===== src/rtl/xbar_slave_arbiter.sv =====
// Two-master round-robin arbiter guarding one crossbar slave port: IDLE -> ADDR -> (RDATA) -> IDLE.
// Optional ADDR-phase watchdog is compiled in when XBAR_ARB_TIMEOUT_EN is defined.
module xbar_slave_arbiter #(
  parameter int unsigned TIMEOUT_CYCLES = 16
) (
  input  logic       clk,
  input  logic       reset,
  input  logic [1:0] req,
  input  logic [1:0] cmd,
  input  logic       s_ack,
  output logic [1:0] grnt,
  output logic       busy,
  output logic       rd_phase,
  output logic       timeout
);

  typedef enum logic [1:0] {
    IDLE  = 2'b00,
    ADDR  = 2'b01,
    RDATA = 2'b10
  } state_e;

  state_e     state_q;
  logic [1:0] grnt_q;
  logic       last_grant_q;   // 0: master 1 was served last, 1: master 2
  logic       g_idx;
  logic       g_req;
  logic       g_cmd;
  logic [1:0] winner_d;
  logic       limit_hit;

  // grnt_q is one-hot while busy, so its upper bit is the granted master's index.
  assign g_idx = grnt_q[1];
  assign g_req = req[g_idx];
  assign g_cmd = cmd[g_idx];

  always_comb begin
    winner_d = 2'b00;
    case (req)
      2'b01:   winner_d = 2'b01;
      2'b10:   winner_d = 2'b10;
      2'b11:   winner_d = last_grant_q ? 2'b01 : 2'b10;
      default: winner_d = 2'b00;
    endcase
  end

`ifdef XBAR_ARB_TIMEOUT_EN
  logic [7:0] cnt_q;
  logic [7:0] cnt_d;
  logic       timeout_q;

  // Hitting LIMIT-1 on a stalled ADDR cycle means this is the LIMIT-th waiting cycle.
  assign limit_hit = (cnt_q == 8'(TIMEOUT_CYCLES - 1));

  always_comb begin
    cnt_d = cnt_q;
    if (state_q == IDLE) begin
      cnt_d = 8'd0;
    end else if ((state_q == ADDR) && g_req && !s_ack) begin
      cnt_d = cnt_q + 8'd1;
    end
  end

  always_ff @(posedge clk or posedge reset) begin
    if (reset) begin
      cnt_q     <= 8'd0;
      timeout_q <= 1'b0;
    end else begin
      cnt_q     <= cnt_d;
      timeout_q <= (state_q == ADDR) && g_req && !s_ack && limit_hit;
    end
  end

  assign timeout = timeout_q;
`else
  assign limit_hit = 1'b0;
  assign timeout   = 1'b0;
`endif

  always_ff @(posedge clk or posedge reset) begin
    if (reset) begin
      state_q      <= IDLE;
      grnt_q       <= 2'b00;
      last_grant_q <= 1'b1;
    end else begin
      case (state_q)
        IDLE: begin
          if (winner_d != 2'b00) begin
            grnt_q  <= winner_d;
            state_q <= ADDR;
          end
        end
        ADDR: begin
          // A withdrawn request drops the grant without advancing the round-robin pointer.
          if (!g_req) begin
            state_q <= IDLE;
            grnt_q  <= 2'b00;
          end else if (s_ack) begin
            if (g_cmd) begin
              state_q      <= IDLE;
              grnt_q       <= 2'b00;
              last_grant_q <= g_idx;
            end else begin
              state_q <= RDATA;
            end
          end else if (limit_hit) begin
            state_q      <= IDLE;
            grnt_q       <= 2'b00;
            last_grant_q <= g_idx;
          end
        end
        RDATA: begin
          state_q      <= IDLE;
          grnt_q       <= 2'b00;
          last_grant_q <= g_idx;
        end
        default: begin
          state_q <= IDLE;
          grnt_q  <= 2'b00;
        end
      endcase
    end
  end

  assign grnt     = grnt_q;
  assign busy     = (state_q != IDLE);
  assign rd_phase = (state_q == RDATA);

endmodule


===== config.mk =====
export PLATFORM = sky130hd
export DESIGN_NAME = xbar_slave_arbiter
export DESIGN_NICKNAME = d
export VERILOG_FILES = /design/src/rtl/xbar_slave_arbiter.sv
export SDC_FILE = /design/constraint.sdc
export NUM_CORES = 1
export LEC_CHECK = 0
export BUFFER_PORTS_ARGS = -buffer_cell sky130_fd_sc_hd__buf_2
export CAP_MARGIN = 30
export CORE_AREA = 3 3 40 42
export CTS_CLUSTER_SIZE = 10
export DETAILED_ROUTE_END_ITERATION = 10
export DIE_AREA = 0 0 43 45
export GPL_ROUTABILITY_DRIVEN = 1
export HOLD_SLACK_MARGIN = 0.03
export PLACE_DENSITY = 0.53
export SETUP_SLACK_MARGIN = 0.3
export SYNTH_ARGS = -nofsm -noshare
export SYNTH_HDL_FRONTEND = slang
export SYNTH_SLANG_ARGS = --single-unit

===== constraint.sdc =====
create_clock -name clk -period 1.3 [get_ports clk]
set_input_delay 0.195 -clock clk [delete_from_list [all_inputs] [get_ports clk]]
set_output_delay 0.195 -clock clk [all_outputs]
set_load 0.01 [all_outputs]

==> summary.md, run 1 <==
| Metric | Value |
|---|---|
| Sw Pwr | `0.3240 mW` |
| Drt drc | `0` |
| Vias | `350` |
| R2r startpoint | `grnt[1]$_DFFE_PP0P_` |
| Largest net degree at the start of global routing | `10` |
| Iter 0 DRT Violations | `6` |
| DP HPWL | `575.6 um` |
| PD cells | `1780 mW/mm^2` |
| Kind of critical path | `flip-flop to flip-flop` |
| All-layer global routing usage | `10.78%` |
| Final Cycle Share | `103.0%` |
| R2R Setup Slk | `-0.04 ns` |
| Yosys reg bits | `5` |
| Hold violation count in the final report | `0` |
| Tmin final | `1.338 ns` |
| Combinational share of power | `50.4%` |
| Setup TNS Final | `-0.07648 ns` |
| CTS tree | `done` |
| DRT antenna net count | `0` |
| Drt via density | `4.667` |
| H-tree depth | `1` |
| Status | `finished with violations` |
| Max VDD drop | `794.2 uV` |
| FFs w/ async S/R, synth | `100.0%` |
| Fmax achieved | `0.7471 GHz` |
| Main synth FF type | `dfrtp_1` |
| Stages on the worst setup path | `4` |
| Final setup violation count | `3` |
| Power share of the sequential group | `30.8%` |
| Worst path top cell family by delay | `multiplexers` |
| Drt pass-1 iters | `2` |
| Clk_lat worst skew | `0.24 ns` |
| Layout cells sized above 1 | `53.33%` |
| Buf/Inv on CP | `0` |
| Clock share of power | `18.8%` |
| Crit path DAT | `1.51 ns` |
| Antenna Cells | `0` |
| Internal cell power | `0.6403 mW` |
| Switching share of power | `33.60%` |
| Pre-CTS setup slack | `-0.09620 ns` |
| Root buf cell | `clkbuf_4` |
| Worst r2r path cells | `4` |
| Nets | `68` |
| FP Rows | `13` |
| I/O Pins | `12` |
| Initial antenna violation count | `0` |
| Final Cell Area | `541.8 sq um` |
| GP Congestion | `0.7077` |
| Clk slew on worst S/H paths | `0.04 ns` |
| Die ar. | `0.001935 sq mm` |
| EDFF count, synth | `0` |
| Worst Path Required | `1.47 ns` |
| Synth Warn # | `0` |
| Sequential cell area | `128.9 sq um` |
| Failing checks | `negative setup slack` |
| Clock Tree Buf Depth | `2` |
| Worst-path cell chain | `mux2i_2 -> nor4b_2 -> nor2_1 -> mux2_1` |
| Endpoint type of the worst setup path | `flip-flop` |
| Port Buffer Count | `10` |
| Cell Area, Placed | `405.4 sq um` |
| Max Cap Viol | `0` |
| Die X | `43 um` |
| TritonCTS buffer count | `3` |
| Worst setup path startpoint | `grnt[1]$_DFFE_PP0P_` |
| Max Slew Vio Count | `0` |
| Cells after synthesis | `37` |
| Sequential share of the synthesized area | `38.55%` |
| Sink Count | `5` |
| CP Launch Type | `flip-flop` |
| Setup ws final | `-0.03847 ns` |
| Global-route wire length before repair | `1.476 mm` |
| End of the worst register-to-register path | `last_grant_q$_DFFE_PP1P_` |
| Worst-path fanout max | `5` |
| Vias in the first global route | `323` |
| Synth cell types | `22` |
| CP max stage cell | `dfrtp_2` |
| Final wirelength | `931 um` |
| Min-Delay Path Class | `primary input to flip-flop` |
| Crit path to | `last_grant_q$_DFFE_PP1P_` |
| WL/cell | `12.41 um` |
| Fillers | `134` |
| Syn avg cell area | `8.860 sq um` |
| Initial Util | `25.51%` |
| Core Area | `0.001285 sq mm` |
| Syn nets | `44` |
| CP max stage delay | `0.44 ns` |
| Area Growth Syn to Fin | `65.27%` |
| Multi-input logic area | `210.2 sq um` |
| Worst Clk Skew | `0.005128 ns` |
| Mapped Area | `327.8 sq um` |
| RSZ-0062 raised after global routing | `yes` |
| Leak | `0.2549 nW` |
| Die H | `45 um` |
| GRT Residual Overflow | `0` |
[cell usage in the layout, fill, tap and decap left out, types with 2 or more instances in the layout]
cell | Yosys | final
inv_1 | 2 | 2
nand2b_1 | 3 | 3
buf_2 | 0 | 7
buf_6 | 0 | 4
nor3_1 | 2 | 2
dfrtp_2 | 0 | 2
a21oi_1 | 3 | 3
nor2_1 | 3 | 3
dfrtp_1 | 4 | 2
nand2_1 | 2 | 2
buf_4 | 1 | 8
clkbuf_4 | 0 | 3
[power by group through the flow]
| stage | Sequential, mW | Clock, mW | Combinational (mW) |
|---|---|---|---|
| after floorplan | 0.295 | 0 | 0.183 |
| after global placement | 0.290 | 0 | 0.299 |
| after detailed placement | 0.290 | 0 | 0.294 |
| after CTS | 0.300 | 0.190 | 0.434 |
| after global routing | 0.305 | 0.197 | 0.531 |
| final | 0.297 | 0.181 | 0.486 |
[synthesized netlist by cell type, types with 2 or more instances]
master / instances / share of area [%]
dfrtp_1: 4 / 31
a21oi_1: 3 / 4.6
nand2b_1: 3 / 5.7
nor2_1: 3 / 3.4
inv_1: 2 / 2.3
mux2i_1: 2 / 6.1
nand2_1: 2 / 2.3
nor2b_1: 2 / 3.8
nor3_1: 2 / 3.1
o21ai_0: 2 / 3.1
[layout make-up]
type	instances	area share [%]
well taps	15	3.464
multi-input cells	29	38.80
inverters	2	1.386
repair buffers	20	27.71
clock buffers	4	4.850
flip-flops and latches	5	23.79
[how the worst min path moves through the flow]
stage | startpoint | to | slack, ns | depth (start not counted)
after global placement | reset | grnt[0]$_DFFE_PP0P_ | 0.10 | 2
after global routing | s_ack | state_q[0]$_DFFE_PP0P_ | 0.27 | 3
after CTS | req[1] | grnt[1]$_DFFE_PP0P_ | 0.24 | 3
after detailed placement | reset | grnt[0]$_DFFE_PP0P_ | 0.10 | 2
after floorplan | reset | grnt[0]$_DFFE_PP0P_ | -0.03 | 1
final | req[1] | grnt[1]$_DFFE_PP0P_ | 0.26 | 3
[per-layer routing]
layer | wire, um | GRT usage [%] | vias to the layer above | part of all wire [%]
met5 | 0 | 0 | - | 0
met4 | 0 | 3.614 | 0 | 0
met3 | 66 | 5.578 | 0 | 7.1
met2 | 499 | 18.26 | 11 | 54
met1 | 365 | 11.68 | 165 | 39
li1 | - | - | 174 | -
[through the flow]
stage                     hold WS (ns)  utilization [%]  cells  power, mW
after floorplan               -0.02727                -     37     0.4787
after global placement          0.1001            31.55     63     0.5885
after detailed placement        0.1002            31.55     63     0.5840
after CTS                       0.2435            40.41     72     0.9245
after global routing            0.2685            42.16     75      1.032
final                           0.2590            42.16     75     0.9643
[state kept, by name, summed over array words and instances (netlist names)]
signal and flops:
grnt 2, state_q 2, last_grant_q 1
[repair_timing]
action                                 4_1_cts  5_1_grt
endpoints found under the hold margin        4        0
gates resized for setup                     11        1
cloned                                       0        0
hold buffers                                 1        0
buffers inserted                             4        3
setup endpoints to repair                    8        8
pin swaps                                    3        3
[logic make-up after synthesis]
kind of cell,count (synthesis),share of synthesized area (%)
and+or+nand+nor,17,30.54
other,1,1.144
muxes,3,9.542
buffers and inverters,3,4.582
AOI/OAI and AO/OA,8,15.65
DFF,5,38.55
[tightest hold or removal path: cells and delay by family]
kind            cells  cell delay [ns]
buf+inv             1             0.13
simple gates        1             0.09
compound gates      1             0.06
No activity file was read; power rests on OpenSTA's default activity.
==> run 2: changes to the inputs <==
- clock period: 1.3 -> 1.17 ns (I/O delays scaled with it)
==> run 2 against run 1 <==
Against the previous run:
- the run still ends with negative setup slack left
- global-route usage grew 1.5 points
- critical path depth is the same
- cell count grew 2.7%
- combinational power grew 26%
- via count grew 1.1%
- clock-buffer cell count is the same
- utilization grew 3.5 points
- worst setup slack lost 0.13 ns
- clock skew shrank 0.0046 ns
- first-iteration DRC count is the same
- sequential share of layout area shrank 2.0 points
- worst hold slack gained 0.067 ns
- critical endpoint is now grnt[1]
==> summary.md, run 2 (synthesis results as in run 1) <==
| Metric | Value |
|---|---|
| CTS tree | `done (unchanged)` |
| Die H | `45 um (unchanged)` |
| Fmax achieved | `0.7474 GHz` |
| Initial antenna violation count | `0 (unchanged)` |
| PD cells | `1934 mW/mm^2 (was 1780 mW/mm^2)` |
| Die X | `43 um (unchanged)` |
| H-tree depth | `1 (unchanged)` |
| Vias | `354 (was 350)` |
| Core Area | `0.001285 sq mm (unchanged)` |
| Tmin final | `1.338 ns` |
| Die ar. | `0.001935 sq mm (unchanged)` |
| Finished Core Util | `45.67% (was 42.16%)` |
| Worst-path fanout max | `4 (was 5)` |
| Port Buffer Count | `10 (unchanged)` |
| Drt pass-1 iters | `3 (was 2)` |
| RSZ-0062 raised after global routing | `yes (unchanged)` |
| DP HPWL | `661.4 um (was 575.6 um)` |
| Kind of critical path | `flip-flop to output port (was flip-flop to flip-flop)` |
| Leak | `0.2724 nW (was 0.2549 nW)` |
| Max Cap Viol | `0 (unchanged)` |
| Antenna Cells | `0 (unchanged)` |
| Area Growth Syn to Fin | `79.01% (was 65.27%)` |
| Final setup violation count | `5 (was 3)` |
| Clk slew on worst S/H paths | `0.04 ns (about the same)` |
| Crit path DAT | `1.16 ns (was 1.51 ns)` |
| Endpoint type of the worst setup path | `output port (was flip-flop)` |
| WL/cell | `13.03 um (was 12.41 um)` |
| Failing checks | `negative setup slack (unchanged)` |
| Global-route wire length before repair | `1.669 mm (was 1.476 mm)` |
| Min-Delay Path Class | `primary input to flip-flop (unchanged)` |
| DRT antenna net count | `0 (unchanged)` |
| Max Slew Vio Count | `0 (unchanged)` |
| Drt drc | `0 (unchanged)` |
| Leading cell types in the layout, fill and taps excluded | `9 x buf_4, 7 x buf_2, 5 x buf_6 (was 8 x buf_4, 7 x buf_2, 4 x buf_6)` |
| Final Cycle Share | `114.3%` |
| Initial Util | `25.51% (unchanged)` |
| Total Power | `1.135 mW (was 0.9643 mW)` |
| All-layer global routing usage | `12.28% (was 10.78%)` |
| Worst Clk Skew | `0.0005079 ns (was 0.005128 ns)` |
| Clk_lat worst skew | `0.23 ns (was 0.24 ns)` |
| Nets | `70 (was 68)` |
| Largest net degree at the start of global routing | `8 (was 10)` |
| Sink Count | `5 (unchanged)` |
| TritonCTS buffer count | `3 (unchanged)` |
| GRT Residual Overflow | `0 (unchanged)` |
| Layout cells sized above 1 | `58.06% (was 53.33%)` |
| Max VDD drop | `561.8 uV (was 794.2 uV)` |
| Hold violation count in the final report | `0 (unchanged)` |
| Clock Tree Buf Depth | `2 (unchanged)` |
| Setup ws final | `-0.1679 ns (was -0.03847 ns)` |
| FP Rows | `13 (unchanged)` |
| Vias in the first global route | `378 (was 323)` |
| Drt via density | `4.597 (was 4.667)` |
| Worst Path Required | `0.99 ns (was 1.47 ns)` |
| Iter 0 DRT Violations | `6 (unchanged)` |
| Status | `finished with violations (unchanged)` |
| CP Launch Type | `flip-flop (unchanged)` |
| Root buf cell | `clkbuf_4 (unchanged)` |
| I/O Pins | `12 (unchanged)` |
| GP Congestion | `0.7568 (was 0.7077)` |
| Final wirelength | `1.003 mm (was 931 um)` |
| Most common cell after layout, fill and taps aside | `buf_4 (unchanged)` |
[run 2: cell types whose count changed in the layout (fill, tap and decap cells not counted), sizes merged]
cell	delta
buf	+2
[run 2: path summary, 6_finish.rpt]
kind                                                 end              startpoint  slack (ns)  cells past startpoint
worst max-delay path                             grnt[1]     grnt[1]$_DFFE_PP0P_       -0.17                      4
worst min-delay path              state_q[0]$_DFFE_PP0P_                   s_ack        0.33                      4
worst max register to register       grnt[0]$_DFFE_PP0P_     grnt[1]$_DFFE_PP0P_       -0.17                      4
worst min register to register    state_q[0]$_DFFE_PP0P_  state_q[1]$_DFFE_PP0P_        0.54                      2
max in group asynchronous       last_grant_q$_DFFE_PP1P_                   reset        0.54                      3
min in group asynchronous            grnt[0]$_DFFE_PP0P_                   reset        0.38                      3
[run 2: layer usage]
metal	vias to the layer above	track usage (%)	routed length, um
met2	10	20.06	493
met3	4	3.187	47
met5	-	0	0
met4	0	9.036	37
met1	163	13.87	424
li1	177	-	-
[run 2: through the flow]
| step | cell area, sq um | hold slack (ns) | TNS, ns | setup WS, ns | instances |
|---|---|---|---|---|---|
| 6_report | 586.8 | 0.3264 | -0.7244 | -0.1679 | 77 |
| 5_1_grt | 586.8 | 0.3501 | -1.049 | -0.2151 | 77 |
| 4_1_cts | 559.3 | 0.3218 | -0.5087 | -0.1664 | 76 |
| 3_5_place_dp | 457.9 | 0.08897 | -0.3507 | -0.1895 | 69 |
| 3_3_place_gp | 457.9 | 0.08802 | -0.2689 | -0.1696 | 69 |
| 2_1_floorplan | 336.6 | -0.04677 | -0.2066 | -0.1517 | 37 |
[run 2: final cells by class]
cell class / instances / area, sq um
sequential: 5 / 127.6
clock buffer: 4 / 26.28
timing repair buffer: 22 / 168.9
tap: 15 / 18.77
fill: 134 / 698.2
inverter: 2 / 7.507
multi-input combinational: 29 / 237.7
[run 2: worst max-delay path, cell delays in order (launching register included)]
cell	delay, ns
dfrtp_2	0.43
buf_4	0.14
buf_6	0.11
buf_4	0.13
buf_6	0.11
[run 2: repair_timing]
item / in CTS / in global routing
pin swaps: 3 / 1
setup buffers: 2 / 1
gates resized for setup: 10 / 4
setup endpoints to repair: 9 / 9
endpoints found under the hold margin: 4 / 0
hold buffers: 1 / 0
[run 2: power breakdown]
part / internal (mW) / total, mW / switching (mW) / leakage [nW]
clock: 0.129 / 0.195 / 0.0666 / 0.0150
sequential: 0.248 / 0.326 / 0.0778 / 0.0604
combinational: 0.367 / 0.614 / 0.247 / 0.197
total: 0.744 / 1.14 / 0.391 / 0.272
